<file path="config.mk">
export PLATFORM = sky130hd
export DESIGN_NAME = cpu_mem_arbiter
export DESIGN_NICKNAME = d
export VERILOG_FILES = /design/src/rtl/cpu_mem_arbiter.sv
export SDC_FILE = /design/constraint.sdc
export NUM_CORES = 1
export LEC_CHECK = 0
export ABC_AREA = 0
export CAP_MARGIN = 20
export CORE_AREA = 2 2 144 146
export CTS_CLUSTER_SIZE = 20
export DETAILED_ROUTE_END_ITERATION = 8
export DIE_AREA = 0 0 146 148
export PLACE_DENSITY_LB_ADDON = 0.08
export REMOVE_ABC_BUFFERS = 1
export SLEW_MARGIN = 20
export SYNTH_ARGS = -nofsm -noshare
export SYNTH_HDL_FRONTEND = slang
export SYNTH_SLANG_ARGS = --single-unit
export TNS_END_PERCENT = 30
</file>
<file path="constraint.sdc">
create_clock -name clk -period 2.05 [get_ports clk]
set_input_delay 0.41 -clock clk [delete_from_list [all_inputs] [get_ports clk]]
set_output_delay 0.41 -clock clk [all_outputs]
set_load 0.05 [all_outputs]
</file>
<file path="src/rtl/cpu_mem_arbiter.sv">
// Shares one memory port between the CPU fetch and data channels, one transaction in flight.
// Also counts grants and contention cycles for the performance counters.
module cpu_mem_arbiter #(
  parameter bit RR_EN = 1'b1
) (
  input  logic        clk,
  input  logic        rst,
  input  logic [31:0] inst_addr,
  input  logic        inst_req_valid,
  output logic        inst_req_ready,
  output logic [31:0] inst_rdata,
  output logic        inst_rdata_valid,
  input  logic        inst_rdata_ready,
  input  logic [31:0] data_addr,
  input  logic        data_wen,
  input  logic        data_ren,
  input  logic [31:0] data_wdata,
  input  logic [3:0]  data_wstrb,
  output logic        data_req_ready,
  output logic [31:0] data_rdata,
  output logic        data_rdata_valid,
  input  logic        data_rdata_ready,
  output logic [31:0] mem_addr,
  output logic        mem_wen,
  output logic        mem_ren,
  output logic [31:0] mem_wdata,
  output logic [3:0]  mem_wstrb,
  input  logic        mem_req_ready,
  input  logic [31:0] mem_rdata,
  input  logic        mem_rdata_valid,
  output logic        mem_rdata_ready,
  output logic [31:0] cnt_inst_grant,
  output logic [31:0] cnt_data_grant,
  output logic [31:0] cnt_conflict
);

  typedef enum logic [2:0] {IDLE, REQ_I, REQ_D, WAIT_I, WAIT_D} state_e;

  state_e      state_q, state_d;
  logic        last_data_q, last_data_d;
  logic [31:0] cnt_inst_q, cnt_data_q, cnt_conf_q;
  logic        data_req;
  logic        grant_i, grant_d;
  logic        conflict;

  assign data_req = data_wen | data_ren;
  // Only one side can be accepted per cycle, so any cycle with both requesting has a loser.
  assign conflict = inst_req_valid & data_req & ~(inst_req_ready & data_req_ready);

  always_comb begin
    state_d          = state_q;
    last_data_d      = last_data_q;
    grant_i          = 1'b0;
    grant_d          = 1'b0;
    inst_req_ready   = 1'b0;
    inst_rdata       = '0;
    inst_rdata_valid = 1'b0;
    data_req_ready   = 1'b0;
    data_rdata       = '0;
    data_rdata_valid = 1'b0;
    mem_addr         = '0;
    mem_wen          = 1'b0;
    mem_ren          = 1'b0;
    mem_wdata        = '0;
    mem_wstrb        = '0;
    mem_rdata_ready  = 1'b0;
    if (!rst) begin
      case (state_q)
        IDLE: begin
          // Fetch wins when alone, or on a tie under round-robin if data went last.
          if (inst_req_valid && (!data_req || (RR_EN && last_data_q))) begin
            grant_i     = 1'b1;
            state_d     = REQ_I;
            last_data_d = 1'b0;
          end else if (data_req) begin
            grant_d     = 1'b1;
            state_d     = REQ_D;
            last_data_d = 1'b1;
          end
        end
        REQ_I: begin
          mem_addr       = inst_addr;
          mem_ren        = 1'b1;
          inst_req_ready = mem_req_ready;
          if (mem_req_ready) state_d = WAIT_I;
        end
        REQ_D: begin
          mem_addr       = data_addr;
          mem_wen        = data_wen;
          mem_ren        = data_ren & ~data_wen;
          mem_wdata      = data_wdata;
          mem_wstrb      = data_wstrb;
          data_req_ready = mem_req_ready;
          if (mem_req_ready) state_d = data_wen ? IDLE : WAIT_D;
        end
        WAIT_I: begin
          mem_rdata_ready  = inst_rdata_ready;
          inst_rdata       = mem_rdata;
          inst_rdata_valid = mem_rdata_valid;
          if (mem_rdata_valid && inst_rdata_ready) state_d = IDLE;
        end
        WAIT_D: begin
          mem_rdata_ready  = data_rdata_ready;
          data_rdata       = mem_rdata;
          data_rdata_valid = mem_rdata_valid;
          if (mem_rdata_valid && data_rdata_ready) state_d = IDLE;
        end
        default: state_d = IDLE;
      endcase
    end
  end

  always_ff @(posedge clk) begin
    if (rst) begin
      state_q     <= IDLE;
      last_data_q <= 1'b1;
      cnt_inst_q  <= '0;
      cnt_data_q  <= '0;
      cnt_conf_q  <= '0;
    end else begin
      state_q     <= state_d;
      last_data_q <= last_data_d;
      if (grant_i)  cnt_inst_q <= cnt_inst_q + 32'd1;
      if (grant_d)  cnt_data_q <= cnt_data_q + 32'd1;
      if (conflict) cnt_conf_q <= cnt_conf_q + 32'd1;
    end
  end

  assign cnt_inst_grant = cnt_inst_q;
  assign cnt_data_grant = cnt_data_q;
  assign cnt_conflict   = cnt_conf_q;

endmodule

</file>
==> results.toml <==
[final_layout]
stdcell_area_um2 = 12800
fill_cells = 1723
fin_nets = 1326
area_growth_pct = 121
seqCellArea_um2 = 2010
drive_gt1_share_pct = 36.1
multiInputGateArea_um2 = 4100
fin_util_pct = 63.8

[worst_hold_path]
holdCritStartpoint = "cnt_data_grant[8]"
min_path_cells = 2
hp-class = "reg -> reg"
worstHoldEndpoint = "cnt_data_grant[8]"

[synthesis]
syn_area_per_cell_um2 = 7.67
netlist_instances = 755
async_reset_ff_share_pct = 0
yosysSeqAreaShare_pct = 34.5
synthFlopType = "dfxtp_1"
ys_warn_count = 0
synth-seq-cells = 100
syn-cell-area_um2 = 5790
synth_cell_type_count = 42
synth_edf_count = 0

[cts]
root_buffer = "clkbuf_16"
clock_latency_ns = 0.36
htreeDepth = 3
cts_made_buffers = 9
cts_tree = "done"
clk_pin_slew_ns = 0.07
hold_buffers = 0
clk_path_buf_depth = 2
clkSinkCount = 100

[detailed_routing]
drtAntennaViolNets = 0
vias_per_cell = 4.85
wl_mm = 27.2
drt_iter0_markers = 304
vias = 7081
dr.pass1.iters = 6
drc = 0
wl_per_cell_um = 18.7

[power]
clkPwrFrac_pct = 29.7
ir_drop_mv = 0.475
p_leak_nw = 5.14
pwr-share-comb_pct = 38.1
p_sw_w = 0.00207
power.density_nw_per_um2 = 486
swShare_pct = 33.3
p_seq_share_pct = 32.2
p_int_w = 0.00414

[floorplanning]
start_util_pct = 28.9
die_h_um = 148
coreArea_um2 = 20000
io_pins = 376
die_w_um = 146
rows = 52
dieArea_um2 = 21600

[worst_setup_path]
crit_chain = "buf_12, nor4_4, buf_4, clkbuf_16, a22o_4, buf_12"
worstPathArrival_ns = 1.82
crit_type = "reg -> out"
path_max_fanout = 5
reg2regPathDepth = 8
start_kind = "flop"
timing.rr.end = "cnt_data_grant[24]"
reg2reg_from = "state_q[2]"
required_ns = 1.64
crit_top_cell = "buf_12"
crit_slowest_cell = "dfxtp_4"
regToRegSetupSlack_ns = 0.03
slowest_delay_ns = 0.37
setup.worst_path.end_class = "output pin"

[global_route]
grt.overflow.total = 0
grt_antenna_before_repair = 2
grt_pass1_vias = 6765
grt_start_max_net_pins = 56
grt_usage_pct = 23.6
grt_first_pass_wirelength_mm = 39.3

[sta]
period_minus_slack_ns = 2.23
relSlewSlack_pct = 65.1
rsz0062_at_grt = "true"
fin_ws_ns = -0.182
fmax_mhz = 448
fin_skew_ns = 0.0108
drv_slew = 0
fin_crit_sh_pct = 109
worstMarginPinSlew_ns = 0.523
finalSetupViolCount = 104
hold_viol = 0

[placed_design]
dpl_cell_area_um2 = 11600
routabilityCongestion = 0.903
post-dp-hpwl_mm = 20.9
io_buffers = 375

[status]
violations = "negative setup slack"
status = "finished, violations left"

[run]
cap_violations = 0
-- layer usage --
| layer | track usage, % | wire length [um] | up-vias |
|---|---|---|---|
| li1 | - | - | 3446 |
| met1 | 25.8 | 10500 | 3312 |
| met2 | 43.0 | 13900 | 288 |
| met3 | 5.99 | 1860 | 35 |
| met4 | 10.7 | 952 | 0 |
| met5 | 0 | 0 | - |
-- state kept, by name, indices dropped and copies added (netlist names) --
name,cells
last_data_q,1
cnt_conflict,32
cnt_inst_grant,32
cnt_data_grant,32
state_q,3
-- through the flow --
stage | total power, W | setup WS (ns) | std cells | hold WS (ns) | setup TNS [ns]
5_1_grt | 0.00643 | -0.247 | 1459 | 0.522 | -18.45
3_5_place_dp | 0.00413 | -0.265 | 1423 | 0.492 | -7.66
3_3_place_gp | 0.00412 | -0.231 | 1423 | 0.483 | -6.12
2_1_floorplan | 0.00289 | -2.09 | 708 | 0.469 | -147.23
4_1_cts | 0.00613 | -0.215 | 1448 | 0.504 | -14.10
6_report | 0.00621 | -0.182 | 1459 | 0.498 | -9.58
-- cells in the final DEF, fill, tap and decap left out, drive strengths merged, types with 19 or more instances in the layout --
master,instances
buf,260
clkdlybuf4s50,173
nor2,159
dfxtp,100
xnor2,51
and2,45
nand2,35
nand2b,33
a22o,32
nand3,29
nand4,29
xor2,26
nor3,26
nor4,24
a21oi,22
inv,19
-- synthesized netlist by cell type, types with 2 or more instances --
cell	n	area (um^2)
a21oi_1	22	110
a22o_1	32	280
a31oi_1	3	18.8
and2_1	45	282
and3_1	12	75.1
and4_1	14	123
buf_1	2	7.51
buf_2	5	25.0
clkbuf_1	39	146
dfxtp_1	100	2000
ha_1	3	37.5
inv_1	16	60.1
mux2i_1	2	20.0
nand2_1	35	131
nand2b_1	33	206
nand3_1	29	145
nand4_1	28	175
nor2_1	159	597
nor2b_1	3	18.8
nor3_1	24	120
nor3_2	2	20.0
nor4_1	19	119
nor4_2	3	37.5
nor4_4	2	42.5
o21ai_0	17	85.1
or2_2	2	12.5
or3_1	14	87.6
xnor2_1	51	447
xor2_1	26	228
-- cell type report --
cell class | instances | share of cell area, %
tap | 270 | 2.64
timing repair buffer | 463 | 46.5
clock buffer | 10 | 1.87
antenna | 2 | 0.0392
multi-input combinational | 592 | 32.1
sequential | 100 | 15.7
inverter | 16 | 0.470
clock inverter | 6 | 0.627
-- worst max-delay path: cells and delay by family (launching register included) --
kind | cells | cell delay (ns)
buf+inv | 4 | 0.63
compound gates | 1 | 0.17
simple gates | 1 | 0.29
flops | 1 | 0.37
-- worst max-delay path by stage --
| stage | depth (start not counted) | slack, ns | to | start |
|---|---|---|---|---|
| 4_1_cts | 6 | -0.21 | mem_addr[16] | state_q[1] |
| 6_report | 6 | -0.18 | mem_addr[7] | state_q[2] |
| 2_1_floorplan | 3 | -2.09 | mem_addr[0] | state_q[0] |
| 5_1_grt | 6 | -0.25 | mem_addr[27] | state_q[2] |
| 3_3_place_gp | 6 | -0.23 | cnt_data_grant[30] | data_wen |
| 3_5_place_dp | 7 | -0.26 | cnt_data_grant[24] | data_wen |
-- logic make-up after synthesis --
kind of cell | share of synthesized area, %
multiplexers | 0.540
AND/OR/NAND/NOR | 38.7
adder cells (fa/ha/maj) | 0.648
buffers and inverters | 4.32
AO/OA/AOI/OAI | 9.63
XOR/XNOR | 11.6
flip-flops | 34.5
-- power groups by stage --
stage / combinational (W) / clock, W / sequential (W)
floorplan: 0.000788 / 0 / 0.00210
global route: 0.00246 / 0.00197 / 0.00200
detailed placement: 0.00209 / 0 / 0.00204
finish: 0.00237 / 0.00184 / 0.00200
CTS: 0.00225 / 0.00188 / 0.00200
global placement: 0.00208 / 0 / 0.00204
-- timing repair --
item / CTS / global route
buffers inserted: 5 / 6
endpoints found under the setup margin: 148 / 155
cloned: 4 / 4
pin swaps: 10 / 29
resized for setup: 91 / 97
Note: power is estimated with default switching activity, not from simulation.
